File: src/rtl/priority_dec.sv
// Frame-based priority decoder: ORs one-hot bit positions over a frame of 1..4 beats and
// holds the result until downstream accepts it. Optional duplicate check: PRIORITY_DEC_DUP_CHK_EN.
module priority_dec (
    input  logic       clk,
    input  logic       rst,
    input  logic       in_valid,
    output logic       in_ready,
    input  logic [1:0] in_pos,
    input  logic       in_last,
    output logic       out_valid,
    input  logic       out_ready,
    output logic [3:0] out_vec,
    output logic [2:0] out_cnt,
    output logic       out_err
);

    typedef enum logic {
        COLLECT = 1'b0,
        HOLD    = 1'b1
    } state_t;

    // One-hot decode of a 2-bit position.
    function automatic logic [3:0] onehot4(input logic [1:0] pos);
        onehot4 = 4'b0001 << pos;
    endfunction

    state_t      state_r;
    state_t      state_nxt_s;
    logic        in_ready_r;
    logic        out_valid_r;
    logic [3:0]  acc_r;
    logic [2:0]  cnt_r;
    logic [3:0]  out_vec_r;
    logic [2:0]  out_cnt_r;

    logic        accept_s;
    logic        close_s;
    logic [3:0]  bit_s;
    logic [3:0]  acc_nxt_s;
    logic [2:0]  cnt_nxt_s;

    // Beat acceptance, accumulator update and frame-close detection.
    always_comb begin
        bit_s     = onehot4(in_pos);
        accept_s  = in_valid && (state_r == COLLECT);
        acc_nxt_s = acc_r | bit_s;
        cnt_nxt_s = cnt_r + 3'd1;
        if (accept_s) begin
            close_s = in_last || (cnt_nxt_s == 3'd4);
        end else begin
            close_s = 1'b0;
        end
    end

    // Next-state logic: close a frame into HOLD, release on the output handshake.
    always_comb begin
        state_nxt_s = state_r;
        case (state_r)
            COLLECT: begin
                if (close_s) begin
                    state_nxt_s = HOLD;
                end else begin
                    state_nxt_s = COLLECT;
                end
            end
            HOLD: begin
                if (out_ready) begin
                    state_nxt_s = COLLECT;
                end else begin
                    state_nxt_s = HOLD;
                end
            end
            default: state_nxt_s = COLLECT;
        endcase
    end

    // State register with handshake flags registered alongside so they never see in_valid combinationally.
    always_ff @(posedge clk or posedge rst) begin
        if (rst) begin
            state_r     <= COLLECT;
            in_ready_r  <= 1'b1;
            out_valid_r <= 1'b0;
        end else begin
            state_r     <= state_nxt_s;
            in_ready_r  <= (state_nxt_s == COLLECT);
            out_valid_r <= (state_nxt_s == HOLD);
        end
    end

    // Accumulator/counter and output capture; outputs only change at frame close.
    always_ff @(posedge clk or posedge rst) begin
        if (rst) begin
            acc_r     <= 4'd0;
            cnt_r     <= 3'd0;
            out_vec_r <= 4'd0;
            out_cnt_r <= 3'd0;
        end else if (accept_s) begin
            if (close_s) begin
                acc_r     <= 4'd0;
                cnt_r     <= 3'd0;
                out_vec_r <= acc_nxt_s;
                out_cnt_r <= cnt_nxt_s;
            end else begin
                acc_r     <= acc_nxt_s;
                cnt_r     <= cnt_nxt_s;
            end
        end
    end

`ifdef PRIORITY_DEC_DUP_CHK_EN
    logic dup_r;
    logic dup_nxt_s;
    logic out_err_r;

    // Sticky duplicate flag including the current beat.
    always_comb begin
        dup_nxt_s = dup_r | (|(acc_r & bit_s));
    end

    // Duplicate flag clears with the accumulator and is captured at frame close.
    always_ff @(posedge clk or posedge rst) begin
        if (rst) begin
            dup_r     <= 1'b0;
            out_err_r <= 1'b0;
        end else if (accept_s) begin
            if (close_s) begin
                dup_r     <= 1'b0;
                out_err_r <= dup_nxt_s;
            end else begin
                dup_r     <= dup_nxt_s;
            end
        end
    end

    assign out_err = out_err_r;
`else
    assign out_err = 1'b0;
`endif

    assign in_ready  = in_ready_r;
    assign out_valid = out_valid_r;
    assign out_vec   = out_vec_r;
    assign out_cnt   = out_cnt_r;

endmodule

File: config.mk
export PLATFORM = sky130hd
export DESIGN_NAME = priority_dec
export DESIGN_NICKNAME = d
export VERILOG_FILES = /design/src/rtl/priority_dec.sv
export SDC_FILE = /design/constraint.sdc
export NUM_CORES = 1
export LEC_CHECK = 0
export CAP_MARGIN = 20
export CORE_MARGIN = 2
export CORE_UTILIZATION = 45
export CTS_CLUSTER_DIAMETER = 40
export DETAILED_ROUTE_END_ITERATION = 8
export GPL_TIMING_DRIVEN = 1
export MAX_ROUTING_LAYER = met4
export PLACE_DENSITY = 0.75
export SYNTH_ARGS = -nofsm -noshare
export SYNTH_HDL_FRONTEND = slang
export SYNTH_SLANG_ARGS = --single-unit
File: constraint.sdc
create_clock -name clk -period 2.04 [get_ports clk]
set_input_delay 0.204 -clock clk [delete_from_list [all_inputs] [get_ports clk]]
set_output_delay 0.204 -clock clk [all_outputs]
set_load 0.005 [all_outputs]
# After elaboration in Yosys (flattened, before gate mapping)
# Cells that the tools add are included.
# Widths: inputs -> output; s select.
[word_totals] output_inout_bits=10 latch_bits=0 ff_bits=16 elab_cells=21 n_memories=0 ram_bits=0 mem_bits_ro=0
[op_classes] reduce_logical=3 add_sub_neg=1 n_bitwise=3 muxes=6 n_div=0 n_shift=1 order_cmp=0 n_mul=0 eq_ne=1
[op_table] op="$mux 4" count=1
[op_table] op="$or 4x4->4" count=1
[op_table] op="$shl 1x2->4 const A" count=1
[op_table] op="$add 3x1->3 const B" count=1
[op_table] op="$eq 3x3->1 const B" count=1
[op_table] op="$mux 1" count=3
[op_table] op="$mux 3" count=1
[op_table] op="$not 1->1" count=2
[op_table] op="$pmux 1 s2" count=1
[op_table] op="$reduce_and 2->1" count=1
[op_table] op="$logic_and 1x1->1" count=1
[op_table] op="$logic_or 1x1->1" count=1

# Depth between registers and ports, before layout
[depth] depth_word=7 depth_mapped=5

# Worst setup path before layout
# OpenSTA, ideal clock, no wires.
[synth_timing] path_kind="register to register" startpoint="reg cnt_r[0]" endpoint="reg out_cnt_r[1], in the netlist out_cnt[1]" path_stages_with_launch=5 required_time_ns=1.915 path_slack_ns=0.582 path_buffers=0 setup_ns=0.125 arrival_ns=1.334 synth_period_minus_slack_ns=1.458 path_cell_list="dfrtp_1 > ha_1 > xor2_1 > a22o_4 > mux2_2"
[synth_via] elab_chain_len=5
[synth_lines] element="start: declaration" line="32" text="logic [2:0] cnt_r;"
[synth_lines] element="start signal: assignment" line="105" text="cnt_r <= cnt_nxt_s;"
[synth_lines] element="$add 3x1->3 (*)" line="47" text="cnt_nxt_s = cnt_r + 3'd1;"
[synth_lines] element="$eq 3x3->1" line="49" text="close_s = in_last || (cnt_nxt_s == 3'd4);"
[synth_lines] element="$logic_or 1x1->1" line="49"
[synth_lines] element="$mux 1" line="48" text="if (accept_s) begin"
[synth_lines] element="$reduce_and 2->1 (no source line)"
[synth_lines] element="end signal: assignment" line="102" text="out_cnt_r <= cnt_nxt_s;"
[synth_lines] element="end: declaration" line="34" text="logic [2:0] out_cnt_r;"
# Every way passes the cells marked *; elsewhere a longest branch is shown, timed or not.
# A chain may end at the register's enable or synchronous reset.

# Worst setup path in the final report
[layout_timing] startpoint="reg cnt_r[0]" endpoint="reg out_cnt_r[2], in the netlist out_cnt[2]"
# The elaborated chain is that of the path after synthesis.

==> results.md <==
* Htree depth at 1
* Sequential element share of the synthesized area at 0.5404
* Initial DRC count at 5
* CTS buffer count at 3
* I/O pins at 17
* Cell variety after synth at 23
* Most frequent cells in the layout: dfrtp_1, clkdlybuf4s50_1, nor2_1
* Die area at 0.001993 mm2
* Largest net degree at the start of global routing at 17
* GRT overflow at 0
* Number of max-cap violations at 0
* Drt wl/cell at 12.26 um
* Via Count at between 500 and 600
* Tot GR Track Use at 0.1656
* Slowest stage cell, crit path: dfrtp_1
* Layout cells sized above 1 at 0.1047
* Row count at 14
* CP max stage delay at 440 ps
* Endpoint type of the worst setup path: register
* Hold slack at 261.7 ps
* CTS sink cnt at 16
* N_diodes at 0
* Maximum clock path buffer count at 2
* Final net count at 96
* Setup CP Type: register to register
* Fin Setup TNS at 0 ps
* Endpoints failing setup at 0
* Antenna viol nets, final at 0
* CTS tree: yes
* Worst Path Required at 2210 ps
* Post-synthesis cell area at 743.2 um2
* Initial Utilization at 0.4877
* Slew Viols, Final at 0
* Slew HR at 0.6125
* Syn Nets at 77
* Core Area at 0.001524 mm2
* Post-Syn Instances at 68
* Area leader, netlist: dfrtp_1
* Area contributors post-synth: dfrtp_1, mux2i_1, nor2_1
* Yosys warns at 0
* Detailed-route DRC error count at 0
* Input/output buffers at 15
* Hold Path Class: input pin to async pin
* Final non-filler cell total at between 100 and 150
* Clock Latency Late Sink at 290 ps
* Post-CTS sizing at 0
* Die H at ~45 um
* First-pass GRT wire length at about 2200 um
* Final Wtd Congestion at 0.7131
* Clock skew at 7.521 ps
* Endpoints failing hold at 0
* Worst Max-Slew Pin Slew at 580.7 ps
* Vias in the first global route at 478
* CTS root buffer: clkbuf_4
* Worst-path maximum fanout at 13
* Die width at 44.64 um
* Drt total wl at 1251 um
* Post-CTS Setup Bufs at 0
* DP HPWL at 936.3 um
* Fmax at 586.6 MHz
* Placed cells at 98
* Worst vdd ir at 0.4536 mV
* Post-route minimum period at 1705 ps
* Pleak at 0.0004536 uW
* Via/cell ratio at 5.127
* CP Launch Type: register
* RSZ-0062 raised after global routing: false
* Initial antenna violation count at 0
* Yosys top cell area share at 0.5051
* Synthesis-to-finish area growth at 24.41%
* Router iterations before antenna repair at 3
* Power density cells at 980.3 mW/mm2
* Period utilization at 0.8357
* Cts hold-fix bufs at 0
* Worst-path cell chain: ha_1, xor2_1, a22o_4, mux2_2
* Outcome: completed
* Syn Area/Cell at 10.93 um2
* Clock transition at path regs at 100 ps
* Seq cells post-synth at 16
* Crit path DAT at 1880 ps
==> sequential cells by signal, indices dropped and copies added (netlist names) <==
signal     flops
cnt_r          3
in_ready       1
acc_r          4
out_cnt        3
out_vec        4
out_valid      1
==> layout make-up <==
cell class / instances / area (um2)
inverters: 7 / 26.28
multi-input cells: 43 / 292.8
clock buffers: 4 / 26.28
repair buffers: 16 / 157.7
well taps: 16 / 20.02
fillers: 122 / 599.3
flip-flops and latches: 16 / 401.6
==> through the flow <==
step / instance area, um2 / power, uW / setup WS, ps / utilization
final: 924.6 / 906.4 / 335.1 / 0.6067
after global routing: 924.6 / 967.2 / 228.7 / 0.6067
after CTS: 924.6 / 913.5 / 342.0 / 0.6067
after detailed placement: 898.4 / 737.3 / 359.7 / 0.5895
after global placement: 898.4 / 733.2 / 411.1 / 0.5895
after floorplan: 743.2 / 583.2 / 581.6 / -
==> path summary, 6_finish.rpt <==
check | from | end | slack [ps] | cells past startpoint
setup / recovery | cnt_r[0] | out_cnt[2] | 340 | 4
hold / removal | rst | acc_r[2] | 260 | 2
setup reg to reg | cnt_r[0] | out_cnt[2] | 340 | 4
hold reg to reg | acc_r[2] | acc_r[2] | 510 | 2
max in group asynchronous | rst | in_ready | 1390 | 2
min in group clk | out_ready | in_ready | 470 | 3
==> critical path: cells and delay by family (launching register included) <==
kind | cells | cell delay (ps)
AO/OA/AOI/OAI | 1 | 270
multiplexers | 1 | 360
flip-flops | 1 | 440
XOR/XNOR | 1 | 280
adder cells (fa/ha/maj) | 1 | 260
==> synth_stat cells <==
| master | n |
|---|---|
| o21ai_1 | 1 |
| nor2b_1 | 3 |
| nor2_1 | 8 |
| o21ai_0 | 3 |
| or2b_1 | 2 |
| ha_1 | 2 |
| conb_1 | 1 |
| nor3_1 | 1 |
| and3b_1 | 1 |
| dfstp_2 | 1 |
| dfrtp_1 | 15 |
| xor2_1 | 1 |
| mux2_2 | 2 |
| buf_4 | 1 |
| mux2i_1 | 5 |
| inv_1 | 7 |
| nand2_1 | 3 |
| a31oi_1 | 1 |
| a21oi_1 | 5 |
| or4b_2 | 1 |
| a22o_4 | 1 |
| buf_8 | 1 |
| a21o_1 | 2 |
==> metal layers <==
layer | track usage | part of all wire
met5 | - | 0
met4 | 0.1091 | 0.026
met3 | 0.03673 | 0.032
met2 | 0.2087 | 0.43
met1 | 0.2342 | 0.51
==> where the power goes <==
| group | internal, uW | switching (uW) |
|---|---|---|
| Sequential | 401 | 51.2 |
| Combinational | 171 | 107 |
| Clock | 76.0 | 100 |
| Total | 648 | 258 |
==> logic make-up after synthesis <==
family,Yosys count,share of synthesized area
AOI/OAI and AO/OA,13,0.1128
xor gates and xnor gates,1,0.01179
adders and majority gates,2,0.03366
buffers and inverters,9,0.06566
DFF,16,0.5404
muxes,7,0.09764
other,1,0.005046
and+or+nand+nor,19,0.1330
Power figures use the tool's default switching activity.
